File: src/rtl/alu_pkg.sv
// Shared definitions for the ALU instruction sequencer: instruction width, FSM states and the
// halt opcode used when ALU_SEQ_HALT_EN is defined.
package alu_pkg;

    localparam int unsigned IW = 8;
    localparam logic [IW-1:0] HALT_OPCODE = 8'hFF;

    typedef enum logic [1:0] {
        StIdle  = 2'd0,
        StIssue = 2'd1,
        StDone  = 2'd2
    } seq_state_e;

endpackage

File: src/rtl/alu_instr_sequencer_if.sv
// Program-load, control and ALU-issue signals of the instruction sequencer.
// master drives program/control inputs; slave is the sequencer itself.
interface alu_instr_sequencer_if #(
    parameter int unsigned AW = 4,
    parameter int unsigned IW = 8
) ();
    logic          wr_en;
    logic [AW-1:0] wr_addr;
    logic [IW-1:0] wr_data;
    logic [AW:0]   prog_len;
    logic          start;
    logic          alu_ready;
    logic [IW-1:0] instrucciones;
    logic          active;
    logic          busy;
    logic          done;
    logic [AW:0]   pc;

    modport master (
        output wr_en, wr_addr, wr_data, prog_len, start, alu_ready,
        input  instrucciones, active, busy, done, pc
    );

    modport slave (
        input  wr_en, wr_addr, wr_data, prog_len, start, alu_ready,
        output instrucciones, active, busy, done, pc
    );
endinterface

File: src/rtl/alu_prog_buffer.sv
// DEPTH x IW program store: synchronous write, asynchronous read, cleared by synchronous reset.
module alu_prog_buffer #(
    parameter int unsigned DEPTH = 16,
    parameter int unsigned AW    = 4,
    parameter int unsigned IW    = 8
) (
    input  logic          clk,
    input  logic          reset,
    input  logic          we,
    input  logic [AW-1:0] waddr,
    input  logic [IW-1:0] wdata,
    input  logic [AW-1:0] raddr,
    output logic [IW-1:0] rdata
);
    logic [IW-1:0] mem_q [DEPTH];

    always_ff @(posedge clk) begin
        if (reset) begin
            for (int i = 0; i < int'(DEPTH); i++) begin
                mem_q[i] <= '0;
            end
        end else if (we) begin
            mem_q[waddr] <= wdata;
        end
    end

    assign rdata = mem_q[raddr];
endmodule

File: src/rtl/alu_instr_sequencer.sv
// Issues a loaded program to the ALU one word per ready cycle; reports busy/done.
// Optional: define ALU_SEQ_HALT_EN to treat HALT_OPCODE in the buffer as an end-of-program marker.
module alu_instr_sequencer
    import alu_pkg::*;
#(
    parameter int unsigned DEPTH = 16,
    parameter int unsigned AW    = 4,
    parameter int unsigned IW    = alu_pkg::IW
) (
    input logic                  clk,
    input logic                  reset,
    alu_instr_sequencer_if.slave bus
);
    localparam logic [AW:0] MaxLen = (AW + 1)'(DEPTH);

    seq_state_e    state_q;
    logic [AW:0]   pc_q;
    logic [AW:0]   len_q;
    logic [IW-1:0] instr_q;
    logic          active_q;
    logic          done_q;
    logic          busy_q;
    logic [IW-1:0] rd_data;
    logic          buf_we;

    // Program may only change while nothing is being issued.
    assign buf_we = bus.wr_en && (state_q != StIssue);

    alu_prog_buffer #(
        .DEPTH(DEPTH),
        .AW   (AW),
        .IW   (IW)
    ) u_buf (
        .clk  (clk),
        .reset(reset),
        .we   (buf_we),
        .waddr(bus.wr_addr),
        .wdata(bus.wr_data),
        .raddr(pc_q[AW-1:0]),
        .rdata(rd_data)
    );

    function automatic logic [AW:0] clamp_len(input logic [AW:0] len);
        return (len > MaxLen) ? MaxLen : len;
    endfunction

    always_ff @(posedge clk) begin
        if (reset) begin
            state_q  <= StIdle;
            pc_q     <= '0;
            len_q    <= '0;
            instr_q  <= '0;
            active_q <= 1'b0;
            done_q   <= 1'b0;
            busy_q   <= 1'b0;
        end else begin
            active_q <= 1'b0;
            done_q   <= 1'b0;
            unique case (state_q)
                StIdle: begin
                    if (bus.start) begin
                        len_q <= clamp_len(bus.prog_len);
                        pc_q  <= '0;
                        if (bus.prog_len == '0) begin
                            state_q <= StDone;
                        end else begin
                            state_q <= StIssue;
                            busy_q  <= 1'b1;
                        end
                    end
                end
                StIssue: begin
`ifdef ALU_SEQ_HALT_EN
                    if (rd_data == HALT_OPCODE) begin
                        state_q <= StDone;
                        busy_q  <= 1'b0;
                    end else
`endif
                    if (bus.alu_ready) begin
                        instr_q  <= rd_data;
                        active_q <= 1'b1;
                        pc_q     <= pc_q + 1'b1;
                        if (pc_q == len_q - 1'b1) begin
                            state_q <= StDone;
                            busy_q  <= 1'b0;
                        end
                    end
                end
                StDone: begin
                    done_q  <= 1'b1;
                    state_q <= StIdle;
                end
                default: begin
                    state_q <= StIdle;
                    busy_q  <= 1'b0;
                end
            endcase
        end
    end

    assign bus.instrucciones = instr_q;
    assign bus.active        = active_q;
    assign bus.busy          = busy_q;
    assign bus.done          = done_q;
    assign bus.pc            = pc_q;
endmodule

File: src/flat_wrapper.sv
// flat-port wrapper written by rule: the top's interface ports become plain ports
module alu_instr_sequencer_flat import alu_pkg::*;
#(
    parameter int unsigned DEPTH = 16,
    parameter int unsigned AW    = 4,
    parameter int unsigned IW    = alu_pkg::IW
)
  (clk, reset, bus_wr_en, bus_wr_addr, bus_wr_data, bus_prog_len, bus_start, bus_alu_ready, bus_instrucciones, bus_active, bus_busy, bus_done, bus_pc);
  alu_instr_sequencer_if #(.AW(AW), .IW(IW)) bus_i ();
  input logic clk;
  input logic reset;
  input wire logic [$bits(bus_i.wr_en)-1:0] bus_wr_en;
  input wire logic [$bits(bus_i.wr_addr)-1:0] bus_wr_addr;
  input wire logic [$bits(bus_i.wr_data)-1:0] bus_wr_data;
  input wire logic [$bits(bus_i.prog_len)-1:0] bus_prog_len;
  input wire logic [$bits(bus_i.start)-1:0] bus_start;
  input wire logic [$bits(bus_i.alu_ready)-1:0] bus_alu_ready;
  output wire logic [$bits(bus_i.instrucciones)-1:0] bus_instrucciones;
  output wire logic [$bits(bus_i.active)-1:0] bus_active;
  output wire logic [$bits(bus_i.busy)-1:0] bus_busy;
  output wire logic [$bits(bus_i.done)-1:0] bus_done;
  output wire logic [$bits(bus_i.pc)-1:0] bus_pc;
  assign bus_i.wr_en = bus_wr_en;
  assign bus_i.wr_addr = bus_wr_addr;
  assign bus_i.wr_data = bus_wr_data;
  assign bus_i.prog_len = bus_prog_len;
  assign bus_i.start = bus_start;
  assign bus_i.alu_ready = bus_alu_ready;
  assign bus_instrucciones = bus_i.instrucciones;
  assign bus_active = bus_i.active;
  assign bus_busy = bus_i.busy;
  assign bus_done = bus_i.done;
  assign bus_pc = bus_i.pc;
  alu_instr_sequencer #(.DEPTH(DEPTH), .AW(AW), .IW(IW)) u_core (.clk(clk), .reset(reset), .bus(bus_i));
endmodule
File: config.mk
export PLATFORM = sky130hd
export DESIGN_NAME = alu_instr_sequencer_flat
export DESIGN_NICKNAME = d
export VERILOG_FILES = /design/src/rtl/alu_pkg.sv /design/src/rtl/alu_instr_sequencer_if.sv /design/src/rtl/alu_prog_buffer.sv /design/src/rtl/alu_instr_sequencer.sv /design/src/flat_wrapper.sv
export SDC_FILE = /design/constraint.sdc
export NUM_CORES = 1
export LEC_CHECK = 0
export CAP_MARGIN = 5
export CORE_ASPECT_RATIO = 1.5
export CORE_MARGIN = 4
export CORE_UTILIZATION = 45
export CTS_BUF_LIST = sky130_fd_sc_hd__clkbuf_4
export DETAILED_ROUTE_END_ITERATION = 7
export PLACE_DENSITY_LB_ADDON = 0.08
export SETUP_SLACK_MARGIN = 0.05
export SLEW_MARGIN = 0
export SYNTH_ARGS = -nofsm -noshare
export SYNTH_HDL_FRONTEND = slang
export SYNTH_HIERARCHICAL = 1
export SYNTH_SLANG_ARGS = --single-unit
export TNS_END_PERCENT = 5
File: constraint.sdc
create_clock -name clk -period 6.45 [get_ports clk]
set_input_delay 1.29 -clock clk [delete_from_list [all_inputs] [get_ports clk]]
set_output_delay 1.29 -clock clk [all_outputs]
set_load 0.1 [all_outputs]
=== Yosys cells after proc, flatten, opt, wreduce, memory -nomap -nowiden ===
Memories as Yosys holds them, arrays and structs flattened. A register that Yosys moved wholly into a read port is not among the register bits.
Index checks and enable logic that the tools add are counted.

* Bits in registers: 15
* Latch bits: 0
* Bits in writable memories: 128
* ROM bits: 0
* Input bits: 22
* Logic and storage cells: 55
* Memories kept: 1

{| class="wikitable"
|+ Memories
! name !! words !! bits a word !! read ports !! clocked after Yosys merged registers in !! wr ports !! line !! text
|-
| u_core.u_buf.mem_q || 16 || 8 || 1 || 1 || 16 || alu_prog_buffer.sv:15 || <nowiki>logic [IW-1:0] mem_q [DEPTH];</nowiki>
|}

* $add $sub $neg: 2
* $mul: 0
* Div/mod/pow operators: 0
* Order comparisons: 1
* Eq/ne operators: 8
* Shift operators: 0
* Muxes and demuxes: 24
* Bitwise operators: 2
* Reductions and logical operators: 11

{| class="wikitable"
|+ Operator list
! operator !! count
|-
| $mux W5 || 3
|-
| $mux W1 || 12
|-
| $pmux W5 S2 || 1
|-
| $mux W2 || 4
|-
| $mux W8 || 1
|-
| $reduce_or A8 Y1 || 1
|-
| $ne A2 B2 Y1 const B || 3
|-
| $reduce_and A3 Y1 || 2
|-
| $add A5 B1 Y5 const B || 1
|-
| $eq A5 B5 Y1 || 1
|-
| $gt A5 B5 Y1 const B || 1
|-
| $logic_not A5 Y1 || 1
|-
| $reduce_and A5 Y1 || 1
|-
| $sub A5 B1 Y5 const B || 1
|-
| $mux W4 || 1
|-
| $ne A2 B1 Y1 const B || 2
|-
| $pmux W2 S2 || 1
|-
| $reduce_and A2 Y1 || 2
|-
| $pmux W1 S3 || 1
|-
| $eq A2 B1 Y1 const B || 1
|-
| $eq A2 B2 Y1 const B || 1
|-
| $logic_not A2 Y1 || 1
|-
| $not A1 Y1 || 2
|-
| $reduce_bool A2 Y1 || 1
|-
| 2 further kinds || 2
|}

=== Logic depth before layout (Yosys ltp) ===
* Depth in word-level cells: 7
* Mapped depth: 7

=== By module ===
The synthesis kept the hierarchy.

{| class="wikitable"
|+ By module, submodules not included
! module !! instances !! cells an instance !! area each (um2) !! sequential area each (um2)
|-
| alu_prog_buffer || 1 || 375 || 5861.9 || 3843.7
|-
| alu_instr_sequencer || 1 || 126 || 1058.5 || 460.4
|}

=== Worst setup path after synthesis ===
Ideal clock, no wire load.

* Kind: input to register
* From: input port bus_wr_en
* To: memory u_core.u_buf.mem_q[0][0], enable pin
* Library setup time: 0.309 ns
* Arrival: 2.604 ns
* Data required time: 6.141 ns
* Slack: 3.537 ns
* Stages on the path: 4
* Cell sequence: a21boi_0 or4b_4 nor3_2 or2_2

{| class="wikitable"
|+ RTL lines
! what !! line !! text
|-
| start, declared || flat_wrapper.sv:12 || <nowiki>input wire logic [$bits(bus_i.wr_en)-1:0] bus_wr_en;</nowiki>
|-
| end, declared || alu_prog_buffer.sv:15 ||
|}

=== Worst setup path in the final report ===
* From: register u_core.pc_q[0], in the netlist u_core/bus.pc[0]
* To: output port bus_pc[0]

{| class="wikitable"
|+ RTL lines
! what !! line !! text
|-
| start, declared || alu_instr_sequencer.sv:17 || <nowiki>logic [AW:0] pc_q;</nowiki>
|-
| start signal, assigned || alu_instr_sequencer.sv:82 || <nowiki>pc_q <= pc_q + 1'b1;</nowiki>
|-
| end, declared || flat_wrapper.sv:22 || <nowiki>output wire logic [$bits(bus_i.pc)-1:0] bus_pc;</nowiki>
|}

No word-level cell between the ends.

==> results.cfg <==
[synthesis]
syn_avg_cell_area_um2 = 13.8
syn_nets = 525
synth_edf_count = 128
yosysWarnings = 6
yosysTopAreaCell = edfxtp_1
synthTopCellsByArea = edfxtp_1 (56%), and2_1 (12%), mux4_2 (10%)
ys_types = 45
synth_async_sr_flop_share_pct = 0
ys_seq_area_share_pct = 62.2
synth_seq_cells = 151
syn_inst = 501
syn-cell-area_mm2 = 0.00692
synth_flop_cell = edfxtp_1
synth_top_area_share_pct = 55.5

[detailed_routing]
highest_layer = met4
routed_wl_um = 16700
postRouteAntennaNets = 0
met1_length_um = 6350
drc_errors = 0
drtIter0Drc = 251
viasPerCell = 5.53
dr_wl_met2_um = 9280
wl_met3_um = 661
vias = 4131
avgRoutedWirePerCell_um = 22.3
drtPass1Iterations = 5

[sta]
rsz0062_at_grt = false
fin_crit_sh_pct = 62.7
period_needed_ns = 4.04
relSlewSlack_pct = 34.9
slew_violations = 0
fmax_mhz = 247
clock_skew_ns = 0.0191
whs_ns = 0.467
finalSetupViolCount = 0
worst_pin_slew_ns = 0.974
setup_tns_ns = 0
final_hold_viol_count = 0

[floorplanning]
rows = 55
fp.dieW_um = 109
dieArea_mm2 = 0.0175
start_util_pct = 45.9
io-pin-count = 38
core_mm2 = 0.0151
fp.dieH_um = 160

[finish]
design_area_mm2 = 0.00774
final_cells = 747
syn_to_final_growth_pct = 11.8
n_fill_cell = 1303
final_net_count = 558
fin_util_pct = 51.3
drive_gt1_share_pct = 17.2

[clock_tree]
numCtsBuffers = 17
hold_buffers = 0
cts.sinks = 151
path_clk_slew_ns = 0.15
cts.path.max_buffers = 2
cts_setup_buffers = 0
htree_levels = 4
insertion_delay_ns = 0.55
cts_tree = built
cts-resized-gates = 0
root_buffer = clkbuf_4

[global_routing]
antenna_found_initial = 1
grt_max_degree = 43
track_usage_pct = 20.4
grt_pass1_vias = 4285
grt-ovfl-total = 0
grt_pass1_wl_um = 25400

[run_status]
outcome = complete, no violations

[setup_path]
cp_max_fo = 38
crit_arrival_ns = 2.75
critPathLaunchType = register
worstSetupEndpointType = output pin
crit_type = reg -> out
slowest_delay_ns = 1.26
cp_slowest_cell = clkdlybuf4s50_1
cp_num_buf_inv = 2
crit_required_ns = 5.16
worstPathCellList = buf_4, clkdlybuf4s50_1
crit_family = buffers and inverters

[power_and_ir_drop]
worst_ir_drop_vdd_mv = 0.116
p_leak_uw = 0.00271
powerDensity_mw_per_mm2 = 242

[place]
place_congestion = 0.808
dp_cells = 714
dpl_cell_area_mm2 = 0.00745
hpwlAfterDp_um = 11600
port_buffers = 37

[min_path]
hold_class = reg -> reg

[job]
maxCapViolations = 0
## worst register-to-register path: stages, from the launching register on
cell	delay [ns]
dfxtp_1	0.43
inv_1	0.10
a21boi_0	0.64
nand4bb_1	0.37
nor3_1	0.62
or2_2	0.35
## worst paths after layout
check	startpoint	end	slack (ns)	cells past startpoint
worst max-delay path	u_core/bus.pc[0]	bus_pc[0]	2.41	2
worst min-delay path	u_core/bus.instrucciones[6]	u_core/bus.instrucciones[6]	0.47	2
worst max register to register	u_core/state_q[1]	u_core/u_buf/mem_q[8][6]	3.64	5
worst min register to register	u_core/bus.instrucciones[6]	u_core/bus.instrucciones[6]	0.47	2
## cell type report
type	instances	area (um^2)	area share, %
antenna	1	2.50	0.0323
clock buffer	17	128	1.65
clock inverter	15	160	2.07
inverter	4	15.0	0.194
multi-input combinational	320	2490	32.1
sequential	151	4310	55.6
tap	199	249	3.22
timing repair buffer	40	393	5.08
## where the power goes
group | switching (uW) | total, uW | internal (uW)
Sequential | 18.5 | 1110 | 1100
Combinational | 106 | 167 | 60.7
Clock | 382 | 592 | 210
Total | 507 | 1870 | 1370
## metrics by stage
step           total power, uW  setup slack (ns)
2_1_floorplan             1230              3.54
3_3_place_gp              1300              2.56
3_5_place_dp              1310              2.46
4_1_cts                   1890              2.33
5_1_grt                   1950              2.22
6_report                  1870              2.41
## registers in the layout, indices dropped and copies added, names as in the netlist
register / flops
u_core/u_buf/mem_q: 128
u_core/bus.instrucciones: 8
u_core/bus.pc: 5
u_core/len_q: 5
u_core/state_q: 2
u_core/bus.active: 1
u_core/bus.busy: 1
u_core/bus.done: 1
## logic make-up (layout without fill, tap and decap cells)
group / Yosys count / after routing / share of synthesized area (%)
AOI/OAI and AO/OA: 45 / 45 / 4.45
xor gates and xnor gates: 8 / 8 / 1.01
adders and majority gates: 2 / 2 / 0.362
buffers and inverters: 30 / 76 / 1.88
DFF: 151 / 151 / 62.2
muxes: 32 / 32 / 10.4
other: 0 / 1 / 0
and+or+nand+nor: 233 / 233 / 19.7
## layer usage
layer,vias up,GRT usage (%)
met5,-,0
met1,2088,23.6
met3,20,3.96
met4,0,6.35
met2,118,37.2
li1,1905,-
## synth_stat cells, types with 3 or more instances
master,number
a21oi_1,14
and2_1,129
buf_4,3
nand2_1,33
clkbuf_1,14
nor2_2,3
dfxtp_1,23
inv_1,4
nor2_1,20
or2_2,16
nand3b_1,5
xor2_1,6
mux4_2,32
buf_1,4
nor3_1,7
nand2b_1,4
edfxtp_1,128
a22oi_1,17
buf_2,5
## layout by cell type, fill, tap and decap left out, types with 2 or more instances in the layout
| master | netlist | routed |
|---|---|---|
| xor2_1 | 6 | 6 |
| nor2b_1 | 2 | 2 |
| nand2b_1 | 4 | 4 |
| a21boi_0 | 2 | 2 |
| a21oi_2 | 2 | 2 |
| mux4_2 | 32 | 32 |
| ha_1 | 2 | 2 |
| nor3_2 | 2 | 2 |
| or2_2 | 16 | 16 |
| inv_6 | 0 | 7 |
| buf_4 | 3 | 3 |
| nand3b_1 | 5 | 5 |
| nor2_2 | 3 | 3 |
| nand4bb_1 | 2 | 2 |
| clkdlybuf4s50_1 | 0 | 37 |
| nor2_1 | 20 | 20 |
| a21oi_1 | 14 | 14 |
| clkinv_2 | 0 | 2 |
| and2_1 | 129 | 129 |
| dfxtp_1 | 23 | 22 |
| nand2_1 | 33 | 33 |
| nor3_1 | 7 | 7 |
| edfxtp_1 | 128 | 128 |
| inv_1 | 4 | 4 |
| clkbuf_4 | 0 | 17 |
| a22oi_1 | 17 | 17 |
| inv_8 | 0 | 3 |
| xnor2_1 | 2 | 2 |
| o2111ai_1 | 2 | 2 |
(Power assumes the default switching activity.)
